===== src/rtl/sl_pkg.sv =====
// Shared serial-line definitions: config field layout, word-length limits, line state enum.
package sl_pkg;

  localparam int unsigned CFG_LEN_LSB  = 0;
  localparam int unsigned CFG_LEN_W    = 6;
  localparam int unsigned CFG_FREQ_LSB = 6;
  localparam int unsigned CFG_FREQ_W   = 2;
  localparam int unsigned CFG_PAR_BIT  = 8;

  localparam logic [15:0] CFG_RST_PAR   = 16'h0120;
  localparam logic [15:0] CFG_RST_NOPAR = 16'h0020;

  localparam int unsigned WORD_LEN_MIN = 8;
  localparam int unsigned WORD_LEN_MAX = 32;
  localparam int unsigned DATA_W       = 32;
  localparam int unsigned IDX_W        = $clog2(WORD_LEN_MAX);

  typedef enum logic [2:0] {
    ST_IDLE,
    ST_DATA,
    ST_PARITY,
    ST_STOP,
    ST_GAP
  } sl_state_e;

  typedef struct packed {
    logic [CFG_LEN_W-1:0]  len;
    logic [CFG_FREQ_W-1:0] freq;
  } sl_cfg_t;

  // Clamp word_len to the supported range; the stored register keeps the raw value.
  function automatic sl_cfg_t decode_cfg(input logic [7:0] raw);
    sl_cfg_t             c;
    logic [CFG_LEN_W-1:0] len;
    len = raw[CFG_LEN_LSB +: CFG_LEN_W];
    if (len < CFG_LEN_W'(WORD_LEN_MIN))      c.len = CFG_LEN_W'(WORD_LEN_MIN);
    else if (len > CFG_LEN_W'(WORD_LEN_MAX)) c.len = CFG_LEN_W'(WORD_LEN_MAX);
    else                                     c.len = len;
    c.freq = raw[CFG_FREQ_LSB +: CFG_FREQ_W];
    return c;
  endfunction

endpackage


===== src/rtl/sl_transmitter_if.sv =====
// Host-side register bus between the FIFO bridge (master) and the SL transmitter (slave).
interface sl_transmitter_if #(
  parameter int unsigned TX_CONFIG_REG_WIDTH = 16
);
  logic [31:0]                    wr_data_tx;
  logic                           data_we_tx;
  logic [TX_CONFIG_REG_WIDTH-1:0] wr_config_tx;
  logic                           config_we_tx;
  logic                           rd_status_tx;
  logic [TX_CONFIG_REG_WIDTH-1:0] rd_config_tx;
  logic                           status_changed_tx;

  modport master (
    output wr_data_tx, data_we_tx, wr_config_tx, config_we_tx,
    input  rd_status_tx, rd_config_tx, status_changed_tx
  );

  modport slave (
    input  wr_data_tx, data_we_tx, wr_config_tx, config_we_tx,
    output rd_status_tx, rd_config_tx, status_changed_tx
  );
endinterface


===== src/rtl/sl_bit_timer.sv =====
// Bit-period divider: period BASE_DIV<<freq_sel, ticks at symbol start (cnt 0) and half-bit.
module sl_bit_timer #(
  parameter int unsigned BASE_DIV = 4
) (
  input  logic       clk,
  input  logic       rst_n,
  input  logic       i_clear,
  input  logic [1:0] i_freq_sel,
  output logic       o_sym_tick_c,
  output logic       o_half_tick_c
);

  localparam int unsigned CNT_W = $clog2(BASE_DIV << 3);

  logic [CNT_W-1:0] r_cnt;
  logic [CNT_W-1:0] w_last;
  logic [CNT_W-1:0] w_half;

  assign w_last = CNT_W'((BASE_DIV << i_freq_sel) - 1);
  assign w_half = CNT_W'((BASE_DIV << i_freq_sel) >> 1);

  // Held at zero while idle so every word starts on the same phase.
  always_ff @(posedge clk) begin
    if (!rst_n || i_clear) r_cnt <= '0;
    else if (r_cnt == w_last) r_cnt <= '0;
    else r_cnt <= r_cnt + CNT_W'(1);
  end

  assign o_sym_tick_c  = (r_cnt == '0);
  assign o_half_tick_c = (r_cnt == w_half);

endmodule


===== src/rtl/sl_transmitter.sv =====
// SL transmitter: config register and return-to-idle serialiser onto sl0/sl1.
// Define SL_TX_PARITY_EN to build the odd-parity symbol and config bit 8.
module sl_transmitter
  import sl_pkg::*;
#(
  parameter int unsigned BASE_DIV            = 4,
  parameter int unsigned TX_CONFIG_REG_WIDTH = 16
) (
  input  logic            clk,
  input  logic            rst_n,
  sl_transmitter_if.slave tx,
  output logic            sl0,
  output logic            sl1
);

`ifdef SL_TX_PARITY_EN
  localparam logic [TX_CONFIG_REG_WIDTH-1:0] CFG_RST  = TX_CONFIG_REG_WIDTH'(CFG_RST_PAR);
  localparam logic [TX_CONFIG_REG_WIDTH-1:0] CFG_MASK = '1;
`else
  localparam logic [TX_CONFIG_REG_WIDTH-1:0] CFG_RST  = TX_CONFIG_REG_WIDTH'(CFG_RST_NOPAR);
  localparam logic [TX_CONFIG_REG_WIDTH-1:0] CFG_MASK =
    ~(TX_CONFIG_REG_WIDTH'(1) << CFG_PAR_BIT);
`endif

  sl_state_e                      r_state;
  logic [TX_CONFIG_REG_WIDTH-1:0] r_cfg;
  logic [DATA_W-1:0]              r_shift;
  logic [IDX_W-1:0]               r_idx;
  logic [CFG_LEN_W-1:0]           r_len;
  logic [CFG_FREQ_W-1:0]          r_freq;
  logic                           r_lead;
  logic                           r_busy;
  logic                           r_chg;
  logic                           r_sl0;
  logic                           r_sl1;
`ifdef SL_TX_PARITY_EN
  logic                           r_par_en;
  logic                           r_par;
`endif

  logic [TX_CONFIG_REG_WIDTH-1:0] w_cfg_wr;
  sl_cfg_t                        w_snap;
  logic                           w_sym;
  logic                           w_half;

  assign w_cfg_wr = tx.wr_config_tx & CFG_MASK;
  // A config write in the same cycle as the start strobe applies to that word.
  assign w_snap   = decode_cfg(tx.config_we_tx ? w_cfg_wr[7:0] : r_cfg[7:0]);

  sl_bit_timer #(.BASE_DIV(BASE_DIV)) u_timer (
    .clk           (clk),
    .rst_n         (rst_n),
    .i_clear       (!r_busy),
    .i_freq_sel    (r_freq),
    .o_sym_tick_c  (w_sym),
    .o_half_tick_c (w_half)
  );

  always_ff @(posedge clk) begin
    if (!rst_n) begin
      r_state  <= ST_IDLE;
      r_cfg    <= CFG_RST;
      r_shift  <= '0;
      r_idx    <= '0;
      r_len    <= '0;
      r_freq   <= '0;
      r_lead   <= 1'b0;
      r_busy   <= 1'b0;
      r_chg    <= 1'b0;
      r_sl0    <= 1'b1;
      r_sl1    <= 1'b1;
`ifdef SL_TX_PARITY_EN
      r_par_en <= 1'b0;
      r_par    <= 1'b0;
`endif
    end else begin
      r_chg <= 1'b0;
      case (r_state)
        ST_IDLE: begin
          if (tx.config_we_tx) r_cfg <= w_cfg_wr;
          if (tx.data_we_tx) begin
            r_shift  <= tx.wr_data_tx;
            r_len    <= w_snap.len;
            r_freq   <= w_snap.freq;
            r_idx    <= '0;
            r_lead   <= 1'b1;
            r_busy   <= 1'b1;
            r_chg    <= 1'b1;
            r_state  <= ST_DATA;
`ifdef SL_TX_PARITY_EN
            r_par_en <= tx.config_we_tx ? w_cfg_wr[CFG_PAR_BIT] : r_cfg[CFG_PAR_BIT];
            r_par    <= 1'b0;
`endif
          end
        end
        // r_lead covers the one idle cycle between the start strobe and the first pulse.
        ST_DATA: begin
          if (w_sym) begin
            if (r_lead) begin
              r_lead <= 1'b0;
              r_sl0  <= r_shift[0];
              r_sl1  <= ~r_shift[0];
`ifdef SL_TX_PARITY_EN
              r_par  <= r_shift[0];
`endif
            end else if (CFG_LEN_W'(r_idx) == r_len - CFG_LEN_W'(1)) begin
`ifdef SL_TX_PARITY_EN
              if (r_par_en) begin
                r_state <= ST_PARITY;
                r_sl0   <= ~r_par;
                r_sl1   <= r_par;
              end else
`endif
              begin
                r_state <= ST_STOP;
                r_sl0   <= 1'b0;
                r_sl1   <= 1'b0;
              end
            end else begin
              r_shift <= r_shift >> 1;
              r_idx   <= r_idx + IDX_W'(1);
              r_sl0   <= r_shift[1];
              r_sl1   <= ~r_shift[1];
`ifdef SL_TX_PARITY_EN
              r_par   <= r_par ^ r_shift[1];
`endif
            end
          end else if (w_half) begin
            r_sl0 <= 1'b1;
            r_sl1 <= 1'b1;
          end
        end
`ifdef SL_TX_PARITY_EN
        ST_PARITY: begin
          if (w_sym) begin
            r_state <= ST_STOP;
            r_sl0   <= 1'b0;
            r_sl1   <= 1'b0;
          end else if (w_half) begin
            r_sl0 <= 1'b1;
            r_sl1 <= 1'b1;
          end
        end
`endif
        ST_STOP: begin
          if (w_sym) begin
            r_state <= ST_GAP;
            r_sl0   <= 1'b1;
            r_sl1   <= 1'b1;
          end
        end
        ST_GAP: begin
          if (w_sym) begin
            r_state <= ST_IDLE;
            r_busy  <= 1'b0;
            r_chg   <= 1'b1;
          end
        end
        default: begin
          r_state <= ST_IDLE;
          r_busy  <= 1'b0;
          r_sl0   <= 1'b1;
          r_sl1   <= 1'b1;
        end
      endcase
    end
  end

  assign tx.rd_status_tx      = r_busy;
  assign tx.rd_config_tx      = r_cfg;
  assign tx.status_changed_tx = r_chg;
  assign sl0                  = r_sl0;
  assign sl1                  = r_sl1;

endmodule


===== src/flat_wrapper.sv =====
// flat-port wrapper written by rule: the top's interface ports become plain ports
module sl_transmitter_flat import sl_pkg::*;
#(
  parameter int unsigned BASE_DIV            = 4,
  parameter int unsigned TX_CONFIG_REG_WIDTH = 16
)
  (clk, rst_n, sl0, sl1, tx_wr_data_tx, tx_data_we_tx, tx_wr_config_tx, tx_config_we_tx, tx_rd_status_tx, tx_rd_config_tx, tx_status_changed_tx);
  sl_transmitter_if #(.TX_CONFIG_REG_WIDTH(TX_CONFIG_REG_WIDTH)) tx_i ();
  input  logic clk;
  input  logic rst_n;
  output logic sl0;
  output logic sl1;
  input wire logic [$bits(tx_i.wr_data_tx)-1:0] tx_wr_data_tx;
  input wire logic [$bits(tx_i.data_we_tx)-1:0] tx_data_we_tx;
  input wire logic [$bits(tx_i.wr_config_tx)-1:0] tx_wr_config_tx;
  input wire logic [$bits(tx_i.config_we_tx)-1:0] tx_config_we_tx;
  output wire logic [$bits(tx_i.rd_status_tx)-1:0] tx_rd_status_tx;
  output wire logic [$bits(tx_i.rd_config_tx)-1:0] tx_rd_config_tx;
  output wire logic [$bits(tx_i.status_changed_tx)-1:0] tx_status_changed_tx;
  assign tx_i.wr_data_tx = tx_wr_data_tx;
  assign tx_i.data_we_tx = tx_data_we_tx;
  assign tx_i.wr_config_tx = tx_wr_config_tx;
  assign tx_i.config_we_tx = tx_config_we_tx;
  assign tx_rd_status_tx = tx_i.rd_status_tx;
  assign tx_rd_config_tx = tx_i.rd_config_tx;
  assign tx_status_changed_tx = tx_i.status_changed_tx;
  sl_transmitter #(.BASE_DIV(BASE_DIV), .TX_CONFIG_REG_WIDTH(TX_CONFIG_REG_WIDTH)) u_core (.clk(clk), .rst_n(rst_n), .tx(tx_i), .sl0(sl0), .sl1(sl1));
endmodule

===== config.mk =====
export PLATFORM = sky130hd
export DESIGN_NAME = sl_transmitter_flat
export DESIGN_NICKNAME = d
export VERILOG_FILES = /design/src/rtl/sl_pkg.sv /design/src/rtl/sl_transmitter_if.sv /design/src/rtl/sl_bit_timer.sv /design/src/rtl/sl_transmitter.sv /design/src/flat_wrapper.sv
export SDC_FILE = /design/constraint.sdc
export NUM_CORES = 1
export LEC_CHECK = 0
export BUFFER_PORTS_ARGS = -buffer_cell sky130_fd_sc_hd__buf_4
export CORE_MARGIN = 2
export CORE_UTILIZATION = 55
export CTS_CLUSTER_SIZE = 30
export DETAILED_ROUTE_END_ITERATION = 8
export GPL_ROUTABILITY_DRIVEN = 0
export PLACE_DENSITY = 0.9
export SYNTH_ARGS = -nofsm -noshare
export SYNTH_HDL_FRONTEND = slang
export SYNTH_SLANG_ARGS = --single-unit

===== constraint.sdc =====
create_clock -name clk -period 4.2 [get_ports clk]
set_clock_uncertainty 0.1 [all_clocks]
set_input_delay 0 -clock clk [delete_from_list [all_inputs] [get_ports clk]]
set_output_delay 0 -clock clk [all_outputs]
set_load 0.01 [all_outputs]

Yosys cells after proc, flatten, opt, wreduce, memory -nomap -nowiden --
Index checks and enable logic that the tools add are counted.
Storage, ports and cells: memory bits (writable) 0, bits in registers 73, input port bits 52, output and inout port bits 20, logic and storage cells 90, bits in read-only memories 0, bits in latches 0, memories 0
Cells by class: add/subtract/negate cells 4, equality and inequality tests 14, bitwise logic cells 4, $mul 0, reduce and logical (&&, ||, !) cells 16, divide/modulo/power cells 0, magnitude comparators 2, shift-type cells 1, muxes and demuxes 37
Operator list (count):
- 2-to-1 mux 32 bit | 4
- case mux 32 bit (2 select lines) | 1
- 2-to-1 mux 5 bit | 4
- 2-to-1 mux 3 bit | 6
- 2-to-1 mux 1 bit | 12
- 2-to-1 mux 6 bit | 2
- != test 2 bit, second input constant | 6
- case mux 3 bit (4 select lines) | 1
- adder 5 x 1 -> 5 bit, second input constant | 2
- == test 5 bit | 2
- case mux 5 bit (2 select lines) | 1
- case mux 1 bit (3 select lines) | 3
- AND reduction 3 bit | 3
- 2-to-1 mux 8 bit | 1
- == test 5 x 6 -> 1 bit | 1
- > comparator 6 bit, second input constant | 1
- < comparator 6 x 4 -> 1 bit, second input constant | 1
- AND reduction 6 bit | 1
- OR reduction 2 bit | 3
- left shift 3 x 2 -> 6 bit, first input constant | 1
- subtractor 6 x 1 -> 6 bit, second input constant | 1
- logical NOT 5 bit | 1
- AND reduction 5 bit | 1
- subtractor 5 x 1 -> 5 bit, second input constant | 1
- 12 further kinds | 18

Logic depth before layout (Yosys ltp) --
depth after elaboration 6, gate-level depth with buffers 9, depth with buffers taken out 8

By module --
A second synthesis with hierarchy kept.
Unflattened totals: cells, all modules 441, area total of the unflattened synthesis 3901.2 µm²
By module, submodules not included:
- sl_transmitter | cells each 399, instances 1, area each 3533.4 µm², sequential area each 1361.3 µm²
- sl_bit_timer | cells each 42, instances 1, area each 367.9 µm², sequential area each 100.1 µm²

Least setup slack after synthesis --
Ideal clock, no wire load.
kind register -> register, start point reg u_core.r_len[0], end point reg u_core.r_idx[2], setup slack 2149 ps, path buffers 1, cell stages (with the launch flop) 9, required time 4041 ps, setup time 59 ps, data arrival time 1892 ps, period minus slack after synthesis 2051 ps, cells stage by stage dfxtp_1 -> inv_1 -> ha_1 -> a21boi_1 -> o311ai_2 -> o211ai_2 -> buf_2 -> or4b_1 -> nand2_1
Between the ends: cells in the longest elaborated chain, start to end 4
Ends and longest elaborated chain:
- start: declaration | RTL line sl_transmitter.sv:29 | logic [CFG_LEN_W-1:0] r_len;
- start signal: assignment | RTL line sl_transmitter.sv:83 | r_len <= w_snap.len;
- subtractor 6 x 1 -> 6 bit | RTL line sl_transmitter.sv:106 | end else if (CFG_LEN_W'(r_idx) == r_len - CFG_LEN_W'(1)) begin
- == test 5 x 6 -> 1 bit | RTL line sl_transmitter.sv:106
- != test 2 bit (no line)
- AND reduction 5 bit (no line)
- end signal: assignment | RTL line sl_transmitter.sv:121 | r_idx <= r_idx + IDX_W'(1);
- end: declaration | RTL line sl_transmitter.sv:28 | logic [IDX_W-1:0] r_idx;
Every way passes these cells. A chain may end at the register's enable or synchronous reset.

Worst setup path after layout --
start point reg u_core.r_len[0], end point reg u_core.r_shift[18]
Between the ends: cells in the longest elaborated chain, start to end 4
Ends and longest elaborated chain:
- subtractor 6 x 1 -> 6 bit | RTL line sl_transmitter.sv:106
- == test 5 x 6 -> 1 bit | RTL line sl_transmitter.sv:106
- != test 2 bit (no line)
- AND reduction 5 bit (no line)
- end signal: assignment | RTL line sl_transmitter.sv:82 | r_shift <= tx.wr_data_tx;
- end signal: assignment | RTL line sl_transmitter.sv:120 | r_shift <= r_shift >> 1;
- end: declaration | RTL line sl_transmitter.sv:27 | logic [DATA_W-1:0] r_shift;
Every way passes these cells.

==> results by group <==
Cells and area
  – Share of layout cells above drive strength 1: 19.42%
  – Number of nets in the layout: around 540
  – Area grow syn2layout: 25.26%
  – Fillers: around 440
  – Most frequent cells in the layout: buf_4 (73), dfxtp_1 (73), nand2_1 (50)
  – # diodes: 0
  – Fin area: 0.004622 sq mm

Drt
  – Total number of vias: 3377
  – DRT Wirelength: ~9000 um
  – WL per Instance: approximately 16 um
  – # DRC: 0
  – Detailed router's first-iteration violation count: around 210
  – Antenna-violating nets left: 0
  – Drt first pass iters: 5
  – Vias/cell: between 6 and 7

Timing
  – Final Hold Violating Endpoints: 0
  – Slew Viols, Final: 0
  – Min Tclk post-route: 2.712 ns
  – Peak Freq: 368.7 MHz
  – Post-route setup TNS: 0 ns
  – Unrepaired setup endpoints after global routing: no
  – Fin crit share: 64.58%
  – Measured slew at the worst slew-check pin: approximately 0.72 ns
  – Final setup fails: 0
  – Slew margin rel.: roughly half

Floorplanning
  – Die ar.: 0.007380 sq mm
  – Starting density of the core: 57.45%
  – Die H: between 80 and 90 um
  – IO Pins: just over 70
  – Core Rows: 29
  – Chip Width: ~86 um
  – Core ar.: about 0.0064 sq mm

CTS
  – Clock Sinks: 73
  – Reg clk slew, reported paths: 0.08 ns
  – Worst-Skew Late Latency: between 0.3 and 0.4 ns
  – Clock Tree Root: clkbuf_8
  – Clock Path Buffers: 2
  – H-tree Lvls: 3
  – CTS tree: done
  – CTS Buf Count: 9
  – Number of post-CTS setup repair buffers: 0

GRT
  – First-pass GRT wire length: between 10000 and 15000 um
  – Vias in the first global route: approximately 3100
  – Initial antenna violation count: 0
  – Largest net degree at the start of global routing: 68
  – Gr ovfl total: 0
  – GRT Overall Usage: ~25%

Critical path
  – Top delay family on crit path: compound AO/OA/AOI/OAI gates
  – Slowest stage delay, CP: approximately 0.6 ns
  – Cell breakdown of the critical path: inv_1 > ha_1 > nand4bb_1 > a2bb2oi_1 > o311ai_2 > o211ai_2 > nand2_1 > buf_4 > o211a_1
  – Worst setup path category: reg -> reg
  – Critical Path RT: 4.34 ns
  – Arrival time of the worst setup path: between 2 and 3 ns
  – CP endpoint kind: register
  – Max FO, Critical Path: 29
  – Slowest stage cell, crit path: o211ai_2
  – CP startpoint kind: register
  – CP bufs+invs: 2

Worst hold path
  – Hold crit path type: in -> reg

Yosys
  – Synthesis-stage register bit count: 73
  – Top cell type's share of synthesized area: 39.61%
  – EDFF count, synth: 0
  – Synth top area cells: dfxtp_1 (40%), o211a_1 (9.5%), a221o_1 (8.4%)
  – Ys flop type: dfxtp_1
  – Ys Warns: 0
  – Synth area leader: dfxtp_1
  – Mapped Nets: ~470
  – Syn Inst Count: approximately 410
  – Synthesized cell area: approximately 0.0037 sq mm
  – Share of flip-flops with an asynchronous set or reset: 0%
  – Post-synthesis cell type count: 47
  – Mean Syn Cell Area: approximately 8.9 sq um
  – Sequential-to-total area share from yosys stat: a little under 40%

Placement
  – DP Area: between 0.004 and 0.005 sq mm
  – I/O Buffers: 69
  – DP HPWL: between 5000 and 6000 um

Outcome
  – Status: complete, no violations

Pwr
  – Leakage: about 2.1 nW
  – Worst IR drop on VDD: between 0.00015 and 0.0002 V
  – PwrDens: between 300 and 400 mW/mm^2

Flow run
  – Max-cap viol count: 0
-- cells in the mapped netlist (4+ instances only) --
cell type,count
a221o_1,31
inv_1,8
nor3_1,8
nand2b_1,4
o211a_1,35
nand3_1,17
a21boi_0,17
ha_1,4
nor2b_1,36
nor2_1,19
o21ai_0,9
dfxtp_1,73
buf_2,10
clkbuf_1,23
and2_1,4
xor2_1,7
mux2i_1,7
nand2_1,50
a21oi_1,7
-- cell families after synthesis --
family	after synthesis	share of synthesized area [%]
AO/OA/AOI/OAI	119	28.08
XOR/XNOR	10	2.374
adder cells (fa/ha/maj)	4	1.356
buffers and inverters	46	5.324
flip-flops	73	39.61
multiplexers	7	1.899
other	1	0.1016
AND/OR/NAND/NOR	153	21.26
-- layer usage --
layer	vias up	routed length (um)	global-route usage, %
met5	-	0	0
met2	86	4607	40.52
met1	1627	3839	31.88
li1	1636	-	-
met3	28	380	5.005
met4	0	293	11.11
-- layout make-up --
cell class,count,area (sq um),area share (%)
Multi-Input combinational cell,294,2033,43.99
Clock inverter,6,115.1,2.491
Sequential cell,73,1461,31.62
Timing Repair Buffer,93,748.2,16.19
Tap cell,77,96.34,2.084
Inverter,8,30.03,0.6497
Clock buffer,10,137.6,2.978
-- power breakdown --
group / total (W) / switching, W / internal (W)
clock network: 0.000688 / 0.000275 / 0.000413
registers: 0.000780 / 0.0000374 / 0.000743
logic: 0.000289 / 0.000138 / 0.000151
-- repair_timing --
action | CTS | global route
endpoints found under the hold margin | 26 | 0
hold buffers | 20 | 0
resized for setup | 0 | 0
setup endpoints to repair | 0 | 0
-- stage by stage --
step | setup WS, ns | instances | power [W] | utilization (%) | hold WS [ns]
after floorplan | 2.149 | 413 | 0.0009694 | - | 0.02415
after global placement | 1.647 | 525 | 0.001047 | 64.91 | 0.1237
after detailed placement | 1.521 | 525 | 0.001059 | 64.91 | 0.1357
after CTS | 1.494 | 561 | 0.001751 | 71.97 | 0.004314
after global routing | 1.314 | 561 | 0.001828 | 71.97 | 0.02128
final | 1.488 | 561 | 0.001757 | 71.97 | 0.005647
-- tightest hold or removal path, stage by stage --
cell and delay (ns):
buf_4 0.07, nor2b_1 0.11, a221o_1 0.12, o211a_1 0.13
-- worst paths after layout --
check / startpoint / end / slack (ns) / depth (start not counted)
min reg2reg: u_core.r_shift[31] / u_core.r_shift[31] / 0.37 / 2
max reg2reg: u_core.r_len[0] / u_core.r_shift[18] / 1.49 / 9
min: tx_wr_data_tx[28] / u_core.r_shift[28] / 0.006 / 4
max: u_core.r_len[0] / u_core.r_shift[18] / 1.49 / 9
-- flip-flops by register name (all words and copies together) (netlist names) --
register and count:
u_core.r_shift 32, u_core.tx.rd_config_tx 15, u_core.r_len 6, u_core.r_idx 5, u_core.u_timer.r_cnt 5, u_core.r_state 3, u_core.r_freq 2, u_core.r_lead 1
u_core.sl0 1, u_core.sl1 1, u_core.tx.rd_status_tx 1, u_core.tx.status_changed_tx 1
(Power assumes the default switching activity.)
